$ cat config.mk
export PLATFORM = sky130hd
export DESIGN_NAME = ps2_kbd_ctrl
export DESIGN_NICKNAME = d
export VERILOG_FILES = /design/src/rtl/ps2_kbd_ctrl.sv
export SDC_FILE = /design/constraint.sdc
export NUM_CORES = 1
export LEC_CHECK = 0
export CAP_MARGIN = 10
export CORE_AREA = 5 5 244 246
export CTS_BUF_LIST = sky130_fd_sc_hd__clkbuf_16
export DETAILED_ROUTE_END_ITERATION = 10
export DIE_AREA = 0 0 249 251
export DONT_BUFFER_PORTS = 1
export PLACE_DENSITY = 0.56
export SYNTH_ARGS = -nofsm -noshare
export SYNTH_HDL_FRONTEND = slang
export SYNTH_SLANG_ARGS = --single-unit
$ cat constraint.sdc
create_clock -name clk -period 9 [get_ports clk]
set_input_delay 2.7 -clock clk [delete_from_list [all_inputs] [get_ports clk]]
set_output_delay 2.7 -clock clk [all_outputs]
set_load 0.005 [all_outputs]
$ cat src/rtl/ps2_kbd_ctrl.sv
// PS/2 keyboard scan-code decoder: pops bytes from the receiver FIFO, folds E0/F0 prefixes
// into key events and tracks held keys. Optional macro: KBD_TYPEMATIC_FILTER_EN.
module ps2_kbd_ctrl #(
  parameter int unsigned RD_GAP = 0
) (
  input  logic        clk,
  input  logic        clrn,
  input  logic [7:0]  kb_data,
  input  logic        kb_ready,
  input  logic        kb_overflow,
  output logic        kb_nextdata_n,
  output logic        evt_valid,
  input  logic        evt_ack,
  output logic [7:0]  evt_code,
  output logic        evt_ext,
  output logic        evt_release,
  output logic        evt_repeat,
  output logic [3:0]  keys_down,
  output logic [15:0] press_cnt,
  output logic        ovf_seen
);

  // Consumer handshake: an event is offered while evt_valid=1 with all evt_* fields held
  // stable; it is taken on the clock edge where evt_ack=1, and evt_ack is ignored otherwise.
  typedef enum logic [1:0] {
    S_IDLE,
    S_POP,
    S_DEC,
    S_EMIT
  } state_t;

  localparam logic [1:0] GAP = RD_GAP[1:0];

  state_t       state;
  logic [7:0]   byte_q;
  logic         ext_pend;
  logic         brk_pend;
  logic [1:0]   gap_cnt;
  logic [511:0] held;
  logic         rep_q;

  logic [8:0]   idx;
  logic         is_held;
  logic         is_drop;
  logic         is_repeat;
  logic         discard;

`ifdef KBD_TYPEMATIC_FILTER_EN
  localparam bit FILTER_EN = 1'b1;
  assign evt_repeat = 1'b0;
`else
  localparam bit FILTER_EN = 1'b0;
  assign evt_repeat = rep_q;
`endif

  assign idx       = {ext_pend, byte_q};
  assign is_held   = held[idx];
  assign is_repeat = !brk_pend && is_held;
  assign discard   = is_repeat && FILTER_EN;

  always_comb begin
    is_drop = 1'b0;
    case (byte_q)
      8'hE1, 8'hAA, 8'hFA, 8'hFE, 8'h00, 8'hFF: is_drop = 1'b1;
      default:                                  is_drop = 1'b0;
    endcase
  end

  always_ff @(posedge clk) begin
    if (!clrn) begin
      state         <= S_IDLE;
      byte_q        <= 8'h00;
      ext_pend      <= 1'b0;
      brk_pend      <= 1'b0;
      gap_cnt       <= 2'd0;
      held          <= '0;
      rep_q         <= 1'b0;
      kb_nextdata_n <= 1'b1;
      evt_valid     <= 1'b0;
      evt_code      <= 8'h00;
      evt_ext       <= 1'b0;
      evt_release   <= 1'b0;
      keys_down     <= 4'd0;
      press_cnt     <= 16'd0;
      ovf_seen      <= 1'b0;
    end else begin
      if (kb_overflow) ovf_seen <= 1'b1;

      case (state)
        S_IDLE: begin
          if (kb_ready) begin
            byte_q        <= kb_data;
            kb_nextdata_n <= 1'b0;
            state         <= S_POP;
          end
        end

        S_POP: begin
          kb_nextdata_n <= 1'b1;
          gap_cnt       <= 2'd0;
          state         <= S_DEC;
        end

        S_DEC: begin
          if (gap_cnt != GAP) begin
            gap_cnt <= gap_cnt + 2'd1;
          end else if (byte_q == 8'hE0) begin
            ext_pend <= 1'b1;
            state    <= S_IDLE;
          end else if (byte_q == 8'hF0) begin
            brk_pend <= 1'b1;
            state    <= S_IDLE;
          end else if (is_drop) begin
            ext_pend <= 1'b0;
            brk_pend <= 1'b0;
            state    <= S_IDLE;
          end else begin
            ext_pend <= 1'b0;
            brk_pend <= 1'b0;
            // Bitmap and counters only move on a real press or a release of a held key.
            if (brk_pend && is_held) begin
              held[idx] <= 1'b0;
              if (keys_down != 4'd0) keys_down <= keys_down - 4'd1;
            end else if (!brk_pend && !is_held) begin
              held[idx] <= 1'b1;
              press_cnt <= press_cnt + 16'd1;
              if (keys_down != 4'hF) keys_down <= keys_down + 4'd1;
            end
            if (discard) begin
              state <= S_IDLE;
            end else begin
              evt_code    <= byte_q;
              evt_ext     <= ext_pend;
              evt_release <= brk_pend;
              rep_q       <= is_repeat;
              evt_valid   <= 1'b1;
              state       <= S_EMIT;
            end
          end
        end

        S_EMIT: begin
          if (evt_ack) begin
            evt_valid <= 1'b0;
            state     <= S_IDLE;
          end
        end

        default: state <= S_IDLE;
      endcase
    end
  end

endmodule
==> metrics <==
count of vias placed by the detailed router 21,500; actual transition at the worst max-transition pin 1.41 ns; leading register cell type out of synthesis sky130_fd_sc_hd__dfxtp_1; post-route DRC violation count 0; worst IR drop on VDD 147 µV; H-tree depth 2; vias in the first global route 20,500; most used routing layer met2; Final Instance Count excl. Fillers approximately 3,300; top cells by instance count after synthesis sky130_fd_sc_hd__dfxtp_1 (560), sky130_fd_sc_hd__a21oi_1 (399), sky130_fd_sc_hd__a311oi_1 (344), sky130_fd_sc_hd__nor2_1 (333), sky130_fd_sc_hd__clkbuf_1 (256); setup slack of the most critical reg-to-reg path just over 2 ns; number of buffers created by CTS 59; mean post-synth cell area 9.51 µm²; #FFs+latches synth 560; min Tclk post-route 6.99 ns; largest net degree at the start of global routing 234; antenna violation net count after detailed routing 0; Placed Instances ~3,200; ANT cells 0; CTS Sinks 560; Final setup violation count 0; met3 track demand over resource in global routing 0.0398; number of I/O pins between 40 and 50; mapped cell area about 25,000 µm²; Worst-path clk slew 0.06 ns; post-route fraction of the period consumed by the critical path 0.776; Hold-fix buffers, CTS 0; leakage component of the power 8.02 nW; routed wire length 83,000 µm; global-route wire length before repair 128,000 µm; summed negative setup slack over all endpoints 0 ns; number of distinct standard cells referenced by the synthesized netlist 61; Post-CTS Resized 0; top-area cell type share of the netlist area 0.440; skew final 0.0112 ns; post-route cell area ~28,000 µm²; library cell occupying the most area in the post-synthesis netlist sky130_fd_sc_hd__dfxtp_1; area grow syn2layout 8.56%; overall overflow remaining after global route 0; Row Count 88; class of the tightest hold or removal check flip-flop to flip-flop; Cell Area, Placed 25,800 µm²; per-cell routed wire length 25.2 µm; data arrival time of the critical path 7.49 ns; asr flop ratio synth 0; result of the run completed; Critical Path Source Type flip-flop; share of synthesized area occupied by flip-flops and latches 0.440; final-stage net count ~2,500; clock latency reported for the late side of the worst-skew pair 0.62 ns; vertical die dimension between 200 and 300 µm; nature of the critical path endpoint flip-flop; Net Count, Synth 2,698; cells after synthesis 2,677; headroom to the max-slew limit 0.0623; final weighted congestion in routability-driven placement 0.822; clock root buffer sky130_fd_sc_hd__clkbuf_16; placeable core region 57,100 µm²; starting density of the core 0.446; fraction of met1 tracks used by global routing 0.366; Fin. Hold Viols 0; overall routing resource usage 0.254; Detailed Route Iter0 Violations 2,377; most frequent cell after synthesis sky130_fd_sc_hd__dfxtp_1; floorplan die area 62,500 µm²; max-slew violation count 0; top post-synthesis cells by area sky130_fd_sc_hd__dfxtp_1 (44%), sky130_fd_sc_hd__a311oi_1 (12%), sky130_fd_sc_hd__mux4_2 (9.9%); critical path required time 9.51 ns; x dimension of the die 249 µm; type of the setup path with the least slack flip-flop to flip-flop; Maximum Capacitance Violations 0; core occupancy in the finished layout 0.484; critical-path maximum fanout 89; port bufs 0; GR Util met2 0.398; TritonCTS clock tree yes; overall power just over 5 mW; fraction of layout instances using a drive strength above 1 0.122; detailed-route vias per instance ~6.5; number of antenna violations at the first check in global routing 1; Post CTS Setup Buffer Count 0; fmax 0.143 GHz; HPWL Detailed roughly 48,000 µm; Cell Pwr Density 187 nW/µm²; DRT Pass-1 Iters 6; Yosys warning total 0; setup repair after global routing missed its margin no; number of flops mapped to enable cells by yosys 0; worst-case clock buffer depth 3
==> cells in the final DEF, fill, tap and decap left out, types with 5 or more instances in the layout <==
cell	instances
sky130_fd_sc_hd__a211oi_1	128
sky130_fd_sc_hd__a21oi_1	399
sky130_fd_sc_hd__a221oi_1	5
sky130_fd_sc_hd__a22oi_1	16
sky130_fd_sc_hd__a311oi_1	344
sky130_fd_sc_hd__a31oi_1	5
sky130_fd_sc_hd__and2_1	21
sky130_fd_sc_hd__and3_1	11
sky130_fd_sc_hd__buf_12	5
sky130_fd_sc_hd__buf_4	66
sky130_fd_sc_hd__clkbuf_16	61
sky130_fd_sc_hd__clkinv_1	17
sky130_fd_sc_hd__clkinv_2	15
sky130_fd_sc_hd__dfxtp_1	556
sky130_fd_sc_hd__ha_1	6
sky130_fd_sc_hd__inv_1	20
sky130_fd_sc_hd__mux2i_1	74
sky130_fd_sc_hd__mux4_2	112
sky130_fd_sc_hd__nand2_1	83
sky130_fd_sc_hd__nand2b_1	12
sky130_fd_sc_hd__nand3_1	21
sky130_fd_sc_hd__nand4_1	11
sky130_fd_sc_hd__nor2_1	327
sky130_fd_sc_hd__nor2_4	8
sky130_fd_sc_hd__nor2b_1	8
sky130_fd_sc_hd__nor3_1	11
sky130_fd_sc_hd__nor3_2	11
sky130_fd_sc_hd__o21ai_0	49
sky130_fd_sc_hd__o22ai_1	7
sky130_fd_sc_hd__or3_1	40
sky130_fd_sc_hd__xnor2_1	7
sky130_fd_sc_hd__xor2_1	6
==> worst max-delay path: stages (launching register included) <==
cell                       delay (ns)
sky130_fd_sc_hd__dfxtp_4         0.87
sky130_fd_sc_hd__buf_12          0.56
sky130_fd_sc_hd__mux4_2          0.41
sky130_fd_sc_hd__o211ai_1        0.16
sky130_fd_sc_hd__o311ai_0        0.20
sky130_fd_sc_hd__o21ai_0         0.42
sky130_fd_sc_hd__nor2_1          0.16
sky130_fd_sc_hd__o41ai_1         0.73
sky130_fd_sc_hd__ha_1            0.39
sky130_fd_sc_hd__nor4_4          0.60
sky130_fd_sc_hd__nand2_1         0.33
sky130_fd_sc_hd__nor2_4          0.93
sky130_fd_sc_hd__buf_4           0.49
sky130_fd_sc_hd__a21oi_1         0.11
sky130_fd_sc_hd__a311oi_1        0.30
==> worst paths after layout <==
kind	start	to	depth (start not counted)
worst min register to register	gap_cnt[1]	gap_cnt[1]	2
worst min-delay path	gap_cnt[1]	gap_cnt[1]	2
worst max-delay path	byte_q[1]	flip-flop	14
worst max register to register	byte_q[1]	flip-flop	14
==> stage by stage <==
step / setup slack, ns / hold slack (ns)
floorplan: 4.62 / 0.424
global placement: 2.31 / 0.436
detailed placement: 2.20 / 0.443
CTS: 2.16 / 0.455
global route: 1.71 / 0.466
finish: 2.01 / 0.454
==> kinds of logic (layout without fill, tap and decap cells) <==
group	after synthesis	in the layout	synth area share
AO/OA/AOI/OAI	982	982	0.264
AND/OR/NAND/NOR	586	586	0.103
flip-flops	560	560	0.440
buffers and inverters	338	192	0.0546
multiplexers	190	190	0.130
XOR/XNOR	13	13	0.00447
adder cells (fa/ha/maj)	8	8	0.00423
==> area by class of cell <==
class                      count  area, µm²
clock buffer                  61       1530
clock inverter                45        244
fill                        5336      29500
inverter                      12       52.6
multi-input combinational   1779      13000
sequential                   560      11200
tap                          765        957
timing repair buffer          74        632
==> layer usage <==
layer | wire length (µm) | share of wire
met2 | 37900 | 0.46
met5 | 0 | 0
met4 | 2240 | 0.027
met1 | 36900 | 0.44
met3 | 6000 | 0.072
==> power breakdown <==
part	switching [mW]	internal, mW
Sequential	0.0350	2.49
Clock	1.02	1.27
Combinational	0.248	0.103
Total	1.30	3.86
No activity file was read; power rests on OpenSTA's default activity.
